`config.mk`:
```
export PLATFORM = sky130hd
export DESIGN_NAME = cmp_minmax_tracker
export DESIGN_NICKNAME = d
export VERILOG_FILES = /design/src/rtl/cmp_minmax_tracker.sv
export SDC_FILE = /design/constraint.sdc
export NUM_CORES = 1
export LEC_CHECK = 0
export BUFFER_PORTS_ARGS = -buffer_cell sky130_fd_sc_hd__buf_2
export CAP_MARGIN = 10
export CORE_MARGIN = 4
export CORE_UTILIZATION = 58
export CTS_CLUSTER_DIAMETER = 100
export DETAILED_ROUTE_END_ITERATION = 8
export HOLD_SLACK_MARGIN = 0.15
export PLACE_DENSITY = 0.86
export RECOVER_POWER = 25
export SYNTH_ARGS = -nofsm -noshare
export SYNTH_HDL_FRONTEND = slang
export SYNTH_SLANG_ARGS = --single-unit
```
`constraint.sdc`:
```
create_clock -name clk -period 7.2 [get_ports clk]
set_input_delay 0.72 -clock clk [delete_from_list [all_inputs] [get_ports clk]]
set_output_delay 0.72 -clock clk [all_outputs]
set_load 0.02 [all_outputs]
```
`src/rtl/cmp_minmax_tracker.sv`:
```
// Streaming min/max reduction: tracks running minimum, maximum, first-occurrence
// indices and sample count per in_last-delimited frame, one registered result per frame.
module cmp_minmax_tracker #(
   parameter int WIDTH  = 32,
   parameter bit SIGNED = 1'b0,
   parameter int IDX_W  = 8
) (
   input  logic               clk,
   input  logic               rst_n,
   input  logic               clr,
   input  logic               in_valid,
   output logic               in_ready,
   input  logic [WIDTH-1:0]   in_data,
   input  logic               in_last,
   output logic               res_valid,
   input  logic               res_ready,
   output logic [WIDTH-1:0]   res_min,
   output logic [WIDTH-1:0]   res_max,
   output logic [IDX_W-1:0]   res_min_idx,
   output logic [IDX_W-1:0]   res_max_idx,
   output logic [IDX_W:0]     res_count,
   output logic               res_trunc
);

   typedef enum logic [1:0] {
      ST_IDLE = 2'd0,
      ST_RUN  = 2'd1,
      ST_HOLD = 2'd2
   } state_t;

   state_t             state_r, state_s;
   logic [WIDTH-1:0]   min_r, min_s, max_r, max_s;
   logic [IDX_W-1:0]   min_idx_r, min_idx_s, max_idx_r, max_idx_s;
   logic [IDX_W:0]     count_r, count_s;
   logic               trunc_r, trunc_s;
   logic               res_valid_r, res_valid_s;
   logic               accept_s;
   logic [IDX_W-1:0]   idx_s;

   function automatic logic less_than(input logic [WIDTH-1:0] a, input logic [WIDTH-1:0] b);
      if (SIGNED) begin
         less_than = $signed(a) < $signed(b);
      end else begin
         less_than = a < b;
      end
   endfunction

   // Ready is a pure function of state, forced low while reset is held
   assign in_ready  = rst_n & (state_r != ST_HOLD);
   assign accept_s  = in_valid & (state_r != ST_HOLD);
   assign idx_s     = count_r[IDX_W-1:0];

   // Next-state and next-result computation; clr overrides accept and handshake
   always_comb begin
      state_s     = state_r;
      min_s       = min_r;
      max_s       = max_r;
      min_idx_s   = min_idx_r;
      max_idx_s   = max_idx_r;
      count_s     = count_r;
      trunc_s     = trunc_r;
      res_valid_s = res_valid_r;
      if (clr) begin
         state_s     = ST_IDLE;
         res_valid_s = 1'b0;
         trunc_s     = 1'b0;
         count_s     = '0;
      end else begin
         case (state_r)
            ST_IDLE: begin
               if (accept_s) begin
                  min_s     = in_data;
                  max_s     = in_data;
                  min_idx_s = '0;
                  max_idx_s = '0;
                  count_s   = {{IDX_W{1'b0}}, 1'b1};
                  trunc_s   = 1'b0;
                  if (in_last) begin
                     state_s     = ST_HOLD;
                     res_valid_s = 1'b1;
                  end else begin
                     state_s = ST_RUN;
                  end
               end else begin
                  state_s = ST_IDLE;
               end
            end
            ST_RUN: begin
               if (accept_s) begin
                  if (less_than(in_data, min_r)) begin
                     min_s     = in_data;
                     min_idx_s = idx_s;
                  end else begin
                     min_s = min_r;
                  end
                  if (less_than(max_r, in_data)) begin
                     max_s     = in_data;
                     max_idx_s = idx_s;
                  end else begin
                     max_s = max_r;
                  end
                  count_s = count_r + {{IDX_W{1'b0}}, 1'b1};
                  if (in_last) begin
                     state_s     = ST_HOLD;
                     res_valid_s = 1'b1;
                  end else if (idx_s == {IDX_W{1'b1}}) begin
                     // Frame hit the length limit: close it and flag truncation
                     state_s     = ST_HOLD;
                     res_valid_s = 1'b1;
                     trunc_s     = 1'b1;
                  end else begin
                     state_s = ST_RUN;
                  end
               end else begin
                  state_s = ST_RUN;
               end
            end
            ST_HOLD: begin
               if (res_ready) begin
                  state_s     = ST_IDLE;
                  res_valid_s = 1'b0;
                  trunc_s     = 1'b0;
               end else begin
                  state_s = ST_HOLD;
               end
            end
            default: begin
               state_s     = ST_IDLE;
               res_valid_s = 1'b0;
               trunc_s     = 1'b0;
            end
         endcase
      end
   end

   // State and result registers
   always_ff @(posedge clk or negedge rst_n) begin
      if (!rst_n) begin
         state_r     <= ST_IDLE;
         min_r       <= '0;
         max_r       <= '0;
         min_idx_r   <= '0;
         max_idx_r   <= '0;
         count_r     <= '0;
         trunc_r     <= 1'b0;
         res_valid_r <= 1'b0;
      end else begin
         state_r     <= state_s;
         min_r       <= min_s;
         max_r       <= max_s;
         min_idx_r   <= min_idx_s;
         max_idx_r   <= max_idx_s;
         count_r     <= count_s;
         trunc_r     <= trunc_s;
         res_valid_r <= res_valid_s;
      end
   end

   assign res_valid   = res_valid_r;
   assign res_min     = min_r;
   assign res_max     = max_r;
   assign res_min_idx = min_idx_r;
   assign res_max_idx = max_idx_r;
   assign res_count   = count_r;
   assign res_trunc   = trunc_r;

endmodule

```
# Word level (Yosys, flattened, before mapping)
# Index checks and enable logic that the tools add are counted.
totals:
  ff_bits: 93
  word_cells: 82
  output_inout_bits: 92
op_classes:
  eq_ne: 15
  n_addsub: 1
  reduce_logical: 8
  bitwise: 3
  muxes: 45
  order_cmp: 2
op_table:
  columns: ["op", "count"]
  rows:
  - ["$mux 32", 5]
  - ["$pmux 32 s2", 2]
  - ["$lt 32x32->1", 2]
  - ["$mux 8", 5]
  - ["$pmux 8 s2", 2]
  - ["$mux 9", 3]
  - ["$reduce_and 5->1", 4]
  - ["$ne 3x3->1 const B", 6]
  - ["$pmux 9 s2", 1]
  - ["$mux 1", 17]
  - ["$mux 2", 7]
  - ["$ne 2x2->1 const B", 5]
  - ["$add 9x1->9 const B", 1]
  - ["$eq 8x8->1 const B", 1]
  - ["$pmux 1 s3", 2]
  - ["$pmux 2 s3", 1]
  - ["$ne 4x4->1 const B", 1]
  - ["$reduce_and 3->1", 1]
  - ["$reduce_bool 3->1", 1]
  - ["$and 1x1->1", 2]
  - ["$eq 2x1->1 const B", 1]
  - ["$eq 2x2->1 const B", 1]
  - ["$logic_not 2->1", 1]
  - ["$reduce_bool 2->1", 1]
  - ["$not 1->1", 1]

# Depth between registers and ports, before layout
depth:
  ltp_word: 8
  depth_mapped: 11
  depth_no_buf: 9

# Least setup slack after synthesis
# Ideal clock, no wire load.
synth_path:
  kind: "in2reg"
  start: "input in_data[13]"
  end: "register max_r[0], in the netlist res_max[0]"
  t_arrival_ns: 2.797
  required_ns: 7.075
  setup_ns: 0.125
  stages: 10
  path_slack_ns: 4.278
  cell_sequence: "inv_1 -> ha_1 -> a211oi_1 -> o22ai_1 -> a311o_1 -> o311ai_1 -> nand3_1 -> a21oi_2 -> buf_6 -> mux2_2"
synth_via:
  elab_chain_cells: 6
synth_rtl:
  columns: ["item", "line_no", "source"]
  rows:
  - ["from (decl)", "13", "input logic [WIDTH-1:0] in_data,"]
  - ["$lt 32x32->1", "44", "less_than = a < b;"]
  - ["$mux 1", "89", "if (accept_s) begin"]
  - ["$mux 1", "69", "case (state_r)"]
  - ["$mux 1", "63", "if (clr) begin"]
  - ["$ne 2x2->1 (no source line)", null, null]
  - ["$reduce_and 5->1 (no source line)", null, null]
  - ["to (signal assigned)", "150", "max_r <= max_s;"]
  - ["to (decl)", "32", "logic [WIDTH-1:0] min_r, min_s, max_r, max_s;"]
# Every way passes these cells. The select of a mux whose other input is x is not followed.
# A chain may end at the register's enable or synchronous reset.

# Worst setup path in the final report
layout_path:
  start: "input in_data[13]"
  end: "register max_r[22], in the netlist res_max[22]"
# Same word-level chain as after synthesis.

==> impl_metrics.csv <==
group,metric,value,unit
cts,cts_tree,"built",
route,routed_wl,12300,microns
timing,fin_setup_tns,0,ps
setup_path,cp_cell_sequence,"buf_2 > inv_1 > ha_1 > a211oi_1 > o22ai_1 > a311o_1 > o311ai_1 > nand3_1 > a21oi_4 > buf_4 > mux2_2",
die,fp.dieH,103,microns
min_path,hold_end,"res_valid",
setup_path,worstReg2RegStart,"res_max[13]",
timing,slew_violations,36,
route,drtAntennaViolNets,0,
setup_path,critPathRequiredTime,7450,ps
logic_synthesis,async_flop_share,1.00,
layout,fill_cells,642,
setup_path,critical_path_class,"in -> reg",
route,drc_errors,0,
timing,worst_slew_pin_slew,1870,ps
min_path,hold_path_class,"reg -> reg",
global_routing,grt-ovfl-total,0,
die,num_rows,34,
timing,worst_slack,3860,ps
timing,skew,12.3,ps
cts,clk_path_buf_depth,2,
placement,dp.cells,714,
setup_path,cp_max_fo,27,
timing,post-route-period-util,0.464,
logic_synthesis,yosysSeqAreaShare,0.443,
placement,pre_cts_slack,3460,ps
placement,port_buffers,129,
layout,ff_latch_area,2330,sq um
cts,numCtsBuffers,9,
placement,routabilityCongestion,0.920,
die,dieArea,10700,sq um
route,vias_per_cell,5.70,
setup_path,rr_worst_depth,9,
run_status,status,"complete, but fails checks",
setup_path,crit_family,"compound AO/OA/AOI/OAI gates",
placement,dpl.hpwl,9410,microns
layout,diodes,0,
die,start_util,0.600,
cts,clock_sinks,93,
logic_synthesis,syn_area,5260,sq um
run,drv_cap,1,
setup_path,r2r-end,"res_max[22]",
logic_synthesis,syn_inst,488,
pwr,pwr-share-clk,0.252,
layout,syn_to_final_growth,17.4,%
layout,drive_gt1_frac,0.265,
layout,nNetsFinal,718,
global_routing,antenna_found_initial,0,
setup_path,worst-r2r-setup-slack,3970,ps
cts,postCtsResizedCells,0,
layout,multi_input_area,2570,sq um
setup_path,critPathBufInv,3,
run_status,violations,"capacitance limit, slew limit",
logic_synthesis,ys_ff_latch,93,
cts,insertion_delay,360,ps
route,wire_per_inst,16.8,microns
pwr,ir_worst_vdd,0.121,mV
logic_synthesis,ys.flop_type,"dfrtp_1",
layout,stdcell_count,730,
logic_synthesis,syn_area_per_cell,10.8,sq um
logic_synthesis,yosys-top-cells-area,"dfrtp_1, ha_1, mux2_2, mux2i_1, inv_1",
global_routing,grt_pass1_wl,19700,microns
pwr,seq_power_share,0.421,
timing,fin_crit,3340,ps
cts,cts_hold_buf,0,
logic_synthesis,synth_nets,589,
pwr,swShare,0.355,
pwr,switchingPower,550,uW
cts,htreeDepth,3,
pwr,combPwrFrac,0.326,
timing,timing.fmax,299,MHz
logic_synthesis,synth_top_area_share,0.443,
setup_path,max_stage_delay,450,ps
cts,root_buffer,"clkbuf_8",
global_routing,grt_start_max_net_pins,61,
timing,setup_violations,0,
cts,post_cts_buffers,0,
route,via_count,4158,
route,dr.pass1.iters,4,
setup_path,slowest_stage,"buf_4",
min_path,holdCritStartpoint,"res_valid",
timing,slew_headroom,-0.248,
logic_synthesis,ys_warn_count,0,
die,die_x,103,microns
die,core_area,8760,sq um
setup_path,critPathLaunch,"in_data[13]",
route,drt_iter0_markers,197,
pwr,powerDensity,251,nW/um^2
setup_path,arrival,3590,ps
cts,cts.clk_slew.worst_paths,90,ps
logic_synthesis,yosys.area.top_type,"dfrtp_1",
global_routing,first_global_vias,4256,
setup_path,cp-end-kind,"flip-flop",
pwr,power.internal,1000,uW
global_routing,track_usage,0.236,
logic_synthesis,ys_types,43,
timing,rsz0062_at_grt,"false",
timing,hold_viol,0,
die,io_pins,130,
pwr,leakage,3.34,nW
setup_path,crit_path_start_kind,"input port",
min_path,hold_path_depth,1,
logic_synthesis,synth_edf_count,0,
layout make-up:
type / count / area share
multi-input cells: 308 / 0.416
flip-flops and latches: 93 / 0.377
repair buffers: 131 / 0.103
inverters: 74 / 0.0450
clock buffers: 11 / 0.0229
well taps: 108 / 0.0219
clock inverters: 5 / 0.0136
Yosys cell counts, types with 2 or more instances:
cell type and n:
nor4_1 2, a21oi_1 27, nand3_1 11, nor3_2 2, dfrtp_1 93, buf_6 5, a211oi_1 4, mux2_2 31
o21ai_0 15, nor2_1 20, clkbuf_1 5, a21o_1 7, o21ai_1 2, a2111oi_2 2, o21a_1 4, buf_2 3
ha_1 63, a21boi_0 2, nand2b_1 5, nand4_1 10, nand2_1 19, inv_1 74, a22oi_1 5, mux2i_1 34
a22o_1 8, o2bb2ai_1 8, and3_1 4, nor3_1 8
how the worst max path moves through the flow:
| stage | depth (start not counted) | endpoint | slack (ps) |
|---|---|---|---|
| final | 11 | res_max[22] | 3860 |
| after global routing | 3 | in_ready | 3570 |
| after CTS | 11 | res_max[27] | 3860 |
| after detailed placement | 11 | res_max[22] | 3460 |
| after global placement | 11 | res_max[24] | 3550 |
| after floorplan | 10 | res_max[0] | 4280 |
sequential cells by signal, summed over array words and instances (netlist names):
signal,flops
res_valid,1
res_min_idx,8
res_max_idx,8
state_r,2
res_min,32
res_max,32
res_trunc,1
res_count,9
metal layers:
| layer | wire (microns) | vias to the layer above | GRT usage |
|---|---|---|---|
| li1 | - | 1976 | - |
| met1 | 5070 | 2016 | 0.304 |
| met2 | 6200 | 144 | 0.400 |
| met3 | 756 | 22 | 0.0335 |
| met4 | 270 | 0 | 0.0996 |
| met5 | 0 | - | 0 |
per-stage QoR:
step                total power, mW  utilization  cell area [sq um]  hold WS, ps
global route                   1.65        0.704               6170          525
CTS                            1.56        0.707               6200          317
floorplan                     0.988            -               5260          424
finish                         1.55        0.704               6170          505
global placement               1.15        0.682               5970          476
detailed placement             1.17        0.682               5970          474
logic make-up after synthesis:
group,Yosys count,synth area share
flip-flops,93,0.443
AND/OR/NAND/NOR,86,0.0819
AO/OA/AOI/OAI,92,0.119
adder cells (fa/ha/maj),63,0.150
buffers and inverters,87,0.0700
multiplexers,67,0.136
layout by cell type (no fill, tap or decap), types with 6 or more instances in the layout:
cell | synthesis | layout
a21o_1 | 7 | 6
nor2_1 | 20 | 20
ha_1 | 63 | 63
clkbuf_8 | 0 | 10
o21ai_0 | 15 | 15
nor3_1 | 8 | 8
inv_1 | 74 | 74
buf_2 | 3 | 110
nand3_1 | 11 | 11
o2bb2ai_1 | 8 | 8
mux2_2 | 31 | 31
a21oi_1 | 27 | 27
clkbuf_1 | 5 | 20
mux2i_1 | 34 | 34
nand4_1 | 10 | 10
a22o_1 | 8 | 8
dfrtp_1 | 93 | 93
nand2_1 | 19 | 19
power by group through the flow:
stage	logic, mW	registers (mW)	clock network [mW]
after floorplan	0.243	0.745	0
after global placement	0.490	0.659	0
after detailed placement	0.509	0.663	0
after CTS	0.515	0.653	0.396
after global routing	0.563	0.663	0.420
final	0.506	0.653	0.391
No activity file was read; power rests on OpenSTA's default activity.
